[config.mk]
export PLATFORM = sky130hd
export DESIGN_NAME = sample_feeder
export DESIGN_NICKNAME = d
export VERILOG_FILES = /design/src/rtl/sample_feeder.sv
export SDC_FILE = /design/constraint.sdc
export NUM_CORES = 1
export LEC_CHECK = 0
export BUFFER_PORTS_ARGS = -buffer_cell sky130_fd_sc_hd__buf_2
export CORE_MARGIN = 1.5
export CORE_UTILIZATION = 50
export CTS_CLUSTER_SIZE = 25
export DETAILED_ROUTE_END_ITERATION = 7
export PLACE_DENSITY_LB_ADDON = 0.3
export SLEW_MARGIN = 10
export SYNTH_ARGS = -nofsm -noshare
export SYNTH_HDL_FRONTEND = slang
export SYNTH_SLANG_ARGS = --single-unit
[constraint.sdc]
create_clock -name clk -period 3 [get_ports clk]
set_input_delay 0.6 -clock clk [delete_from_list [all_inputs] [get_ports clk]]
set_output_delay 0.6 -clock clk [all_outputs]
set_load 0.01 [all_outputs]
[src/rtl/sample_feeder.sv]
// ============================================================================
// Module      : sample_feeder
// Description : Sample FIFO with a four-phase req/ack responder that feeds the
//               resampling filter from a fixed-rate sample source.
// Revision    : 1.0 - initial release
// ============================================================================
`default_nettype none

module sample_feeder #(
    parameter int DWIDTH    = 16,
    parameter int DEPTH     = 8,
    parameter int DEPTH_LOG = 3
) (
    input  logic                 clk,
    input  logic                 rst,
    input  logic [0:DWIDTH-1]    sample_in,
    input  logic                 sample_valid,
    input  logic                 req,
    output logic                 ack,
    output logic [0:DWIDTH-1]    data_out,
    output logic [DEPTH_LOG:0]   level,
    output logic                 overflow,
    output logic                 starved
);

    localparam logic [DEPTH_LOG:0]   c_FULL    = (DEPTH_LOG + 1)'(DEPTH);
    localparam logic [DEPTH_LOG:0]   c_LVL_ONE = (DEPTH_LOG + 1)'(1);
    localparam logic [DEPTH_LOG-1:0] c_PTR_ONE = DEPTH_LOG'(1);

    typedef enum logic [0:0] {
        ST_IDLE = 1'b0,
        ST_ACK  = 1'b1
    } state_t;

    state_t                r_state;
    state_t                w_state_nxt;
    logic [0:DWIDTH-1]     r_mem [DEPTH];
    logic [DEPTH_LOG-1:0]  r_wr_ptr;
    logic [DEPTH_LOG-1:0]  r_rd_ptr;
    logic [DEPTH_LOG:0]    r_level;
    logic                  r_ack;
    logic                  r_overflow;
    logic                  r_starved;
    logic [0:DWIDTH-1]     r_data;

    logic                  w_full;
    logic                  w_empty;
    logic                  w_push;
    logic                  w_pop;
    logic                  w_ack_nxt;
    logic                  w_starved_nxt;
    logic [0:DWIDTH-1]     w_data_nxt;

    assign w_full  = (r_level == c_FULL);
    assign w_empty = (r_level == '0);
    assign w_push  = sample_valid && !w_full;

    // The head entry stays counted in level until the handshake completes.
    always_comb begin
        w_state_nxt   = r_state;
        w_ack_nxt     = r_ack;
        w_data_nxt    = r_data;
        w_starved_nxt = 1'b0;
        w_pop         = 1'b0;
        case (r_state)
            ST_IDLE: begin
                w_ack_nxt = 1'b0;
                if (req) begin
                    if (!w_empty) begin
                        w_data_nxt  = r_mem[r_rd_ptr];
                        w_ack_nxt   = 1'b1;
                        w_state_nxt = ST_ACK;
                    end else begin
                        w_starved_nxt = 1'b1;
                    end
                end
            end
            ST_ACK: begin
                if (!req) begin
                    w_ack_nxt   = 1'b0;
                    w_pop       = 1'b1;
                    w_state_nxt = ST_IDLE;
                end
            end
            default: begin
                w_ack_nxt   = 1'b0;
                w_state_nxt = ST_IDLE;
            end
        endcase
    end

    always_ff @(posedge clk) begin
        if (w_push) begin
            r_mem[r_wr_ptr] <= sample_in;
        end
    end

    always_ff @(posedge clk) begin
        if (rst) begin
            r_state    <= ST_IDLE;
            r_ack      <= 1'b0;
            r_data     <= '0;
            r_starved  <= 1'b0;
            r_overflow <= 1'b0;
            r_wr_ptr   <= '0;
            r_rd_ptr   <= '0;
            r_level    <= '0;
        end else begin
            r_state   <= w_state_nxt;
            r_ack     <= w_ack_nxt;
            r_data    <= w_data_nxt;
            r_starved <= w_starved_nxt;
            if (sample_valid && w_full) begin
                r_overflow <= 1'b1;
            end
            if (w_push) begin
                r_wr_ptr <= r_wr_ptr + c_PTR_ONE;
            end
            if (w_pop) begin
                r_rd_ptr <= r_rd_ptr + c_PTR_ONE;
            end
            case ({w_push, w_pop})
                2'b10:   r_level <= r_level + c_LVL_ONE;
                2'b01:   r_level <= r_level - c_LVL_ONE;
                default: r_level <= r_level;
            endcase
        end
    end

    assign ack      = r_ack;
    assign data_out = r_data;
    assign level    = r_level;
    assign overflow = r_overflow;
    assign starved  = r_starved;

endmodule

`default_nettype wire

==> results.py <==
metrics = {
    "synth": {
        "syn_area_sq_mm": 0.00603,
        "yosysMostFrequentCell": "edfxtp_1",
        "synthFlopType": "edfxtp_1",
        "syn_inst": 327,
        "synth_area_leaders": "edfxtp_1 64%, mux4_2 12%, dfxtp_1 10%",
        "async_flop_share": 0,
        "yosysSeqAreaShare": 0.737,
        "yosysTopAreaCellShare": 0.637,
        "yosysWarnings": 0,
        "synth_top_area_cell": "edfxtp_1",
        "synthTopCellsByCount": "128 x edfxtp_1, 32 x mux4_2, 30 x dfxtp_1",
        "synth-edff-count": 128,
        "yosysUniqueCellTypes": 35,
        "syn_nets": 352,
        "avgSynthCellArea_sq_um": 18.4,
        "ys_ff_latch": 158,
    },
    "worst_setup_path": {
        "crit_chain": "or4b_1, nand2_2, ha_1, xor2_1, ha_1, a21oi_1, xor2_1, or3_1, a21oi_1",
        "cp_max_fo": 9,
        "worst_setup_path_end_kind": "flip-flop",
        "cp_num_buf_inv": 0,
        "critPathRequiredTime_ps": 3330,
        "cp_top_family": "simple AND/OR/NAND/NOR gates",
        "critPathKind": "reg2reg",
        "r2r_setup_slack_ps": 320,
        "max_stage_delay_ps": 630,
        "crit_path_top_delay_cell": "or4b_1",
        "startpoint_type": "flip-flop",
        "arrival_ps": 3010,
    },
    "place": {
        "place_congestion": 0.748,
        "port_buffers": 42,
        "postPlaceCellArea_sq_mm": 0.00644,
        "hpwl_mm": 6.11,
        "place_inst": 505,
    },
    "timing": {
        "hold_viol": 0,
        "skew_ps": 7.52,
        "slew_headroom": 0.551,
        "setup-violations-final": 0,
        "tns_ps": 0,
        "fin_crit_sh": 0.892,
        "finalMaxSlewViolations": 0,
        "period_minus_slack_ps": 2680,
        "grt_setup_unrepaired": "false",
        "max_slew.worst_pin.slew_ps": 674,
        "max_freq_ghz": 0.374,
        "fin_hold_ws_ps": 452,
    },
    "min_path": {
        "min_path_type": "in2reg",
    },
    "floorplanning": {
        "initial_core_util": 0.519,
        "die_w_um": 113,
        "fp.coreArea_sq_mm": 0.0116,
        "num_rows": 39,
        "ios": 43,
        "die_height_um": 113,
        "dieArea_sq_mm": 0.0127,
    },
    "layout": {
        "stdcell_count": 537,
        "diodes": 0,
        "area_growth_pct": 16.8,
        "finish.utilization": 0.607,
        "multi_input_comb_area_sq_mm": 0.00149,
        "final_area_sq_mm": 0.00704,
        "regArea_sq_mm": 0.00445,
        "drive_gt1_frac": 0.335,
        "final_nets": 406,
        "nFillCells": 835,
    },
    "drt": {
        "vias": 3008,
        "route.detailed.drc": 0,
        "drt_iter0_markers": 213,
        "avgViaCountPerCell": 5.60,
        "wl_per_cell_um": 20.4,
        "dr.pass1.iters": 5,
        "ant_nets": 0,
        "wirelength_mm": 10.9,
    },
    "flow_run": {
        "drv_cap": 0,
    },
    "power": {
        "p_leak_nw": 2.40,
        "peakVddDrop_mv": 0.374,
        "power_density_mw_per_mm2": 718,
    },
    "clock_network": {
        "cts_max_level": 4,
        "cts-buffers-inserted": 17,
        "post-cts-setup-buffers": 0,
        "path_clk_slew_ps": 60,
        "cts_sinks": 158,
        "ctsHoldBuffers": 0,
        "clockBufferDepth": 2,
        "cts_resized": 0,
        "insertion_delay_ps": 410,
        "cts_tree": "yes",
        "cts.root.buffer_cell": "clkbuf_16",
    },
    "grt": {
        "grtUsageTotal": 0.188,
        "antenna_found_initial": 0,
        "grt-ovfl-total": 0,
        "grt_pass1_vias": 3102,
        "grt_max_degree": 30,
        "grt_pass1_wl_mm": 17.2,
    },
    "run_status": {
        "status": "complete, no violations",
    },
}
-- metal layers --
layer,wire length [um],GRT usage,up-vias,part of all wire
li1,-,-,1403,-
met4,126,0.0793,0,0.012
met2,5490,0.302,83,0.50
met3,631,0.0455,9,0.058
met1,4700,0.250,1513,0.43
met5,0,0,-,0
-- registers in the layout, summed over array words and instances, names as in the netlist --
register  flops
r_mem       128
data_out     16
level         4
r_rd_ptr      3
r_wr_ptr      3
ack           1
overflow      1
r_state       1
starved       1
-- worst paths after layout --
| path | startpoint | end | depth (start not counted) |
|---|---|---|---|
| worst max-delay path | level[1]$_SDFFE_PP0P_ | level[2]$_SDFFE_PP0P_ | 9 |
| worst min-delay path | sample_in[15] | r_mem[7][0]$_DFFE_PP_ | 1 |
| worst min register to register | overflow$_SDFFE_PP0P_ | overflow$_SDFFE_PP0P_ | 2 |
| worst max register to register | level[1]$_SDFFE_PP0P_ | level[2]$_SDFFE_PP0P_ | 9 |
-- layout make-up --
cell class / instances / area share
well taps: 143 / 0.0254
clock buffers: 28 / 0.0794
inverters: 2 / 0.00107
multi-input cells: 149 / 0.211
repair buffers: 53 / 0.0451
clock inverters: 4 / 0.00675
flip-flops and latches: 158 / 0.631
-- logic make-up after synthesis --
family                   Yosys count  synth area share
multiplexers                      35             0.125
AO/OA/AOI/OAI                     23            0.0228
XOR/XNOR                           7            0.0102
buffers and inverters             20            0.0207
AND/OR/NAND/NOR                   79            0.0743
adder cells (fa/ha/maj)            5            0.0104
flip-flops                       158             0.737
-- cell usage in the layout, fill, tap and decap left out, types with 4 or more instances in the layout --
cell type,n
buf_2,42
buf_4,9
clkbuf_1,4
clkbuf_16,19
clkbuf_8,5
dfxtp_1,29
edfxtp_1,128
ha_1,5
mux4_2,32
nand2_1,4
nor2_1,28
nor2b_1,5
nor3_1,15
nor3_2,7
o22ai_1,16
xor2_1,5
-- report_power, final --
part | switching [mW] | internal, mW
Clock | 0.775 | 1.35
Sequential | 0.0532 | 2.47
Combinational | 0.235 | 0.178
Total | 1.06 | 4.00
-- metrics by stage --
step | power (mW) | setup WS (ps)
final | 5.06 | 325
after global routing | 5.25 | 162
after CTS | 5.10 | 323
after detailed placement | 2.99 | 346
after global placement | 2.97 | 487
after floorplan | 2.85 | 69.9
No activity file was read; power rests on OpenSTA's default activity.
